$ cat config.mk
export PLATFORM = sky130hd
export DESIGN_NAME = nz_index_scanner
export DESIGN_NICKNAME = d
export VERILOG_FILES = /design/src/rtl/nz_index_scanner.sv
export SDC_FILE = /design/constraint.sdc
export NUM_CORES = 1
export LEC_CHECK = 0
export ABC_AREA = 1
export CORE_UTILIZATION = 45
export DETAILED_ROUTE_END_ITERATION = 12
export PLACE_DENSITY = 0.69
export SLEW_MARGIN = 20
export SYNTH_ARGS = -nofsm -noshare
export SYNTH_HDL_FRONTEND = slang
export SYNTH_SLANG_ARGS = --single-unit
$ cat constraint.sdc
create_clock -name clk -period 3.6 [get_ports clk]
set_input_delay 0.9 -clock clk [delete_from_list [all_inputs] [get_ports clk]]
set_output_delay 0.9 -clock clk [all_outputs]
set_load 0.03 [all_outputs]
$ cat src/rtl/nz_index_scanner.sv
// Turns a nonzero-activation bitmask chunk into a stream of global indices,
// lowest set bit first, one per cycle, with ready/valid on both sides.
module nz_index_scanner #(
  parameter int unsigned BIT_WIDTH  = 16,
  parameter int unsigned ADDR_WIDTH = 10
) (
  input  logic                  clk,
  input  logic                  rst_n,
  input  logic                  mask_valid,
  output logic                  mask_ready,
  input  logic [BIT_WIDTH-1:0]  mask_data,
  input  logic [ADDR_WIDTH-1:0] mask_base,
  output logic                  idx_valid,
  input  logic                  idx_ready,
  output logic [ADDR_WIDTH-1:0] idx_addr,
  output logic                  idx_last,
  output logic                  done
);

  localparam int unsigned POS_W = (BIT_WIDTH > 1) ? $clog2(BIT_WIDTH) : 1;

  typedef enum logic {
    IDLE = 1'b0,
    SCAN = 1'b1
  } state_t;

  state_t                state_q, state_d;
  logic [BIT_WIDTH-1:0]  work_q, work_d;
  logic [ADDR_WIDTH-1:0] base_q, base_d;
  logic [ADDR_WIDTH-1:0] addr_d;
  logic                  last_d, valid_d, ready_d, done_d;

  // Priority detector: index of the lowest set bit (0 for an empty mask).
  function automatic logic [POS_W-1:0] lowest_pos(input logic [BIT_WIDTH-1:0] m);
    lowest_pos = '0;
    for (int i = BIT_WIDTH - 1; i >= 0; i--) begin
      if (m[i]) lowest_pos = POS_W'(i);
    end
  endfunction

  function automatic logic single_bit(input logic [BIT_WIDTH-1:0] m);
    single_bit = (m != '0) && ((m & (m - BIT_WIDTH'(1))) == '0);
  endfunction

  always_ff @(posedge clk or negedge rst_n) begin
    if (!rst_n) begin
      state_q    <= IDLE;
      work_q     <= '0;
      base_q     <= '0;
      mask_ready <= 1'b1;
      idx_valid  <= 1'b0;
      idx_addr   <= '0;
      idx_last   <= 1'b0;
      done       <= 1'b0;
    end else begin
      state_q    <= state_d;
      work_q     <= work_d;
      base_q     <= base_d;
      mask_ready <= ready_d;
      idx_valid  <= valid_d;
      idx_addr   <= addr_d;
      idx_last   <= last_d;
      done       <= done_d;
    end
  end

  // Next-state logic; outputs are precomputed from the next working mask so
  // every output leaves a flop.
  always_comb begin
    state_d = state_q;
    work_d  = work_q;
    base_d  = base_q;
    done_d  = 1'b0;
    case (state_q)
      IDLE: begin
        if (mask_valid) begin
          work_d = mask_data;
          base_d = mask_base;
          if (mask_data != '0) state_d = SCAN;
          else                 done_d  = 1'b1;
        end
      end
      SCAN: begin
        if (idx_ready) begin
          work_d = work_q & (work_q - BIT_WIDTH'(1));
          if (single_bit(work_q)) begin
            state_d = IDLE;
            done_d  = 1'b1;
          end
        end
      end
      default: state_d = IDLE;
    endcase
    valid_d = (state_d == SCAN);
    ready_d = (state_d == IDLE);
    addr_d  = base_d + ADDR_WIDTH'(lowest_pos(work_d));
    last_d  = single_bit(work_d);
  end

endmodule

### Yosys cells after proc, flatten, opt, wreduce, memory -nomap -nowiden

Index checks and enable logic that the tools add are counted.

* bits in registers: 40
* input port bits: 30
* output and inout port bits: 14
* word-level logic and storage cells: 52

* add/subtract/negate cells: 3
* mux-type cells: 31
* bitwise gates (word level): 4
* reductions and logical operators: 7

Operators by type and width (number)
* 4-bit two-way mux: 16
* 16-bit nonzero test: 3
* 16-bit AND: 2
* 16-bit logical NOT: 2
* 16-bit two-way mux: 2
* 16-bit one-hot mux with 2 select lines: 1
* 16-bit by 1-bit subtractor with 16-bit output (second input constant): 2
* 10-bit two-way mux: 2
* 10-bit by 4-bit adder with 10-bit output: 1
* 1-bit two-way mux: 8
* 1-bit one-hot mux with 2 select lines: 2
* 1-bit logical AND: 2
* 1-bit NOT: 2

### Longest topological paths before layout

* depth in word-level cells: 21
* gate-level depth with buffers: 29
* mapped depth without buffers: 29

### Least setup slack after synthesis

Ideal clock, no wire load.

* path type: input-to-reg
* from: in mask_valid
* to: reg idx_addr[8]
* library setup time: 0.079 ns
* arrival time: 3.290 ns
* required time: 3.521 ns
* slack: 0.231 ns
* stages on the path: 26
* path buffers: 1
* cell sequence: buf_4 inv_2 nor2_1 a211oi_1 a21oi_2 nand2_1 nand2_1 nand2_1 nand2_1 nand2_1 nand2_1 nand2_1 nand2_1 nand2_1 nand2_1 nand2_1 nand2_1 nand2_1 a21oi_1 ha_1 inv_1 fa_1 o21ai_0 nand3_1 nor2_1 xor2_1

* cells in the longest elaborated chain, start to end: 19
* elaborated cells on any way between the ends: 21
* classes of those cells: add/sub (1); mux (20)

Ends and longest elaborated chain
* from (decl): RTL line 9 `input logic mask_valid,`
* 16-bit two-way mux: RTL line 76 `if (mask_valid) begin`
* 16-bit one-hot mux with 2 select lines: RTL line 74 `case (state_q)`
* 4-bit two-way mux (16 in a row): RTL line 37 `if (m[i]) lowest_pos = POS_W'(i);`
* 10-bit by 4-bit adder with 10-bit output (*): RTL line 96 `addr_d = base_d + ADDR_WIDTH'(lowest_pos(work_d));`
* net addr_d[8]: RTL line 30 `logic [ADDR_WIDTH-1:0] addr_d;`
* to (signal assigned): RTL line 61 `idx_addr <= addr_d;`
* to (decl): RTL line 15 `output logic [ADDR_WIDTH-1:0] idx_addr,`

Mark *: on every way through the listed nets, which the timed path passes. The rest lies on a longest branch.

### Final worst setup path

* from: in mask_data[9]
* to: reg idx_addr[8]

* cells in the longest elaborated chain, start to end: 13

Ends and longest elaborated chain
* from (decl): RTL line 11 `input logic [BIT_WIDTH-1:0] mask_data,`
* 16-bit two-way mux: RTL line 76
* 16-bit one-hot mux with 2 select lines: RTL line 74
* net work_d[9]: RTL line 28 `logic [BIT_WIDTH-1:0] work_q, work_d;`
* 4-bit two-way mux (10 in a row): RTL line 37
* 10-bit by 4-bit adder with 10-bit output: RTL line 96
* net addr_d[8]: RTL line 30

The timed path passes the listed nets, and every way through them passes these cells.

==> results.json <==
{
  "critical_path_class": "primary input to register",
  "grt_pass1_vias": 2458,
  "layout_commonest_cell": "sky130_fd_sc_hd__nand2_1",
  "ys_async_sr_fraction_pct": 100,
  "ys_top_cells_by_area": "sky130_fd_sc_hd__dfrtp_1, sky130_fd_sc_hd__nand2_1, sky130_fd_sc_hd__inv_1",
  "clock_skew_ns": 0.00698,
  "route.top_layer_used": "met4",
  "post_dp_cell_area_um2": 3450,
  "input_output_buffers": 43,
  "ff_latch_count_synth": 40,
  "cts-buffers-inserted": 5,
  "ant_cells": 0,
  "nNetsFinal": 462,
  "layout_min_cycle_time_ns": 3.38,
  "cts.sinks": 40,
  "syn_inst": 328,
  "totalNegativeSetupSlack_ns": 0,
  "fmax_mhz": 296,
  "chipWidth_um": 77.9,
  "route.vias.total": 2490,
  "row_count": 27,
  "cts.path.max_buffers": 2,
  "placeableCoreArea_um2": 5540,
  "number_of_enable_type_register_cells_in_the_synthesized_netlist": 0,
  "max_slew.worst_pin.slew_ns": 0.892,
  "period_share_pct": 93.9,
  "n_fill_cell": 490,
  "worstPathMaxFanout": 2,
  "drt-total-wl_mm": 6.62,
  "finalWeightedCongestion": 0.991,
  "postSynthAreaPerCell_um2": 7.90,
  "slowest_stage": "sky130_fd_sc_hd__clkdlybuf4s50_1",
  "synth.net_count": 363,
  "wire_per_inst_um": 13.2,
  "areaGrowthSynthToFinish_pct": 40.5,
  "pin_count": 44,
  "worst_hold_path_type": "register to register",
  "detail-route-antenna-nets": 0,
  "clk_pin_slew_worst_paths_ns": 0.08,
  "first_iter_violations": 94,
  "total_power_mw": 3.99,
  "power.density_nw_per_um2": 1100,
  "clk_tree_root_cell": "sky130_fd_sc_hd__clkbuf_8",
  "met3_wirelength_um": 273,
  "synthDominantAreaCellType": "sky130_fd_sc_hd__dfrtp_1",
  "crit_buf_inv": 4,
  "start_kind": "primary input",
  "largest_net_degree_at_the_start_of_global_routing": 41,
  "dp_slack_ns": -0.631,
  "rsz0062_at_grt": "no",
  "finalHoldViolCount": 0,
  "grtUsageTotal_pct": 23.5,
  "synth.top_cell.area_share_pct": 37.7,
  "most-common-layout-cells": "sky130_fd_sc_hd__nand2_1, sky130_fd_sc_hd__buf_4, sky130_fd_sc_hd__inv_1",
  "detail_route.wirelength.met1_mm": 2.96,
  "static-leakage-power_nw": 1.84,
  "maxSlewHeadroom_pct": 40.5,
  "dpl.hpwl_mm": 5.06,
  "tritoncts": "done",
  "antenna_found_initial": 0,
  "timing.critical_path.required_ns": 3.82,
  "drtPass1Iterations": 4,
  "syn-cell-area_um2": 2590,
  "met2RoutedLength_mm": 3.23,
  "max_cap_violations": 0,
  "post_synth_num_cell_types": 48,
  "timing.critical_path.mode_cell": "sky130_fd_sc_hd__nand2_1",
  "critPathCaptureType": "register",
  "ys.flop_type": "sky130_fd_sc_hd__dfrtp_1",
  "timing.critical_path.arrival_ns": 3.60,
  "cells_along_the_critical_path": "clkdlybuf4s50_1 > o22ai_1 > a31oi_2 > inv_2 > nand2_1 > nand2_1 > nand2_1 > nand2_1 > nand2_1 > nand2_1 > nand2_1 > nand2_1 > a21oi_2 > ha_2 > inv_1 > fa_2 > o21ai_2 > buf_4 > nand3_2 > nor2_2 > xor2_1",
  "grt_first_pass_wirelength_mm": 11.0,
  "die_h_um": 77.9,
  "die_area_um2": 6060,
  "run_status": "finished clean",
  "synth_sequential_area_ratio_pct": 38.7,
  "final_max_tran_viols": 0,
  "vdd.ir_drop.worst_mv": 0.879,
  "global_route.overflow_total": 0,
  "fin_hold_ws_ns": 0.492,
  "initial_core_utilization_pct": 46.7,
  "critPathTopFamily": "buffers and inverters",
  "htree_num_levels": 2,
  "insertion_delay_ns": 0.29,
  "synthesis.yosys.warnings": 0,
  "post_route_cells_drive_above_1_share_pct": 32.5,
  "detail_route.vias_per_cell": 4.98,
  "cp_slowest_stage_delay_ns": 0.50,
  "drt_drc_violations_left": 0,
  "postLayoutCellArea_um2": 3640,
  "setup_viol": 0,
  "final_critical_path_setup_slack_ns": 0.219
}
-- per-layer routing --
metal  track usage (%)  vias to the layer above
met1              28.8                     1152
met2              40.6                       64
met4              9.43                        0
met3              4.35                       12
met5                 0                        -
li1                  -                     1262
-- report_power, final --
part	switching [mW]	internal (mW)
registers	0.122	0.667
clock network	0.161	0.155
logic	1.58	1.30
-- sequential cells by signal, summed over array words and instances, names as in the netlist --
signal and count:
done 1, state_q 1, base_q 10, work_q 16, idx_addr 10, mask_ready 1
idx_last 1
-- cell type report --
type                            count  area, um2  area share [%]
Inverter                           57        215            5.91
Clock buffer                        6       82.6            2.27
Multi-Input combinational cell    226       1390            38.3
Timing Repair Buffer               97        840            23.1
Tap cell                           72       90.1            2.48
Sequential cell                    40       1000            27.5
Clock inverter                      2       15.0           0.413
-- Yosys cell counts (all sizes together) (4+ instances only) --
cell type  instances
a21oi             14
a31oi              4
buf                5
dfrtp             39
ha                 4
inv               56
nand2             86
nand3              8
nor2              41
nor4               6
o21ai             20
o22ai              6
or2                5
xor2               5
-- path summary, 6_finish.rpt --
check,slack [ns],from,cells past startpoint,to
max in group asynchronous,2.32,rst_n,1,work_q[1]$_DFF_PN0_
min,0.49,base_q[3]$_DFF_PN0_,2,base_q[3]$_DFF_PN0_
max reg2reg,0.31,work_q[3]$_DFF_PN0_,24,idx_addr[9]$_DFF_PN0_
min reg2reg,0.49,base_q[3]$_DFF_PN0_,2,base_q[3]$_DFF_PN0_
max,0.22,mask_data[9],21,idx_addr[8]$_DFF_PN0_
min in group asynchronous,0.72,rst_n,1,base_q[8]$_DFF_PN0_
-- metrics by stage --
step           instances  utilization, %
3_3_place_gp         489            62.4
6_report             500            65.7
4_1_cts              499            64.7
3_5_place_dp         489            62.4
5_1_grt              500            65.7
2_1_floorplan        328               -
-- kinds of logic (layout without fill, tap and decap cells) --
kind of cell | Yosys count | in the layout | share of synthesized area (%)
AOI/OAI and AO/OA | 58 | 58 | 15.9
xor gates and xnor gates | 8 | 8 | 2.71
adders and majority gates | 5 | 5 | 2.71
buffers and inverters | 62 | 162 | 9.61
DFF | 40 | 40 | 38.7
muxes | 2 | 2 | 0.773
and+or+nand+nor | 153 | 153 | 29.6
-- worst reg2reg max path, delay by kind of cell (launching register included) --
kind            cells  cell delay (ns)
compound gates      4             0.59
fa+ha+maj           1             0.26
buf+inv             3             0.19
simple gates       15             1.60
flops               1             0.44
xor+xnor            1             0.13
-- repair_timing --
item,in CTS,in global routing
endpoints found under the setup margin,5,4
resized for setup,11,16
pin swaps,5,8
buffers inserted,2,1
hold buffers,0,0
Note: power is estimated with default switching activity, not from simulation.
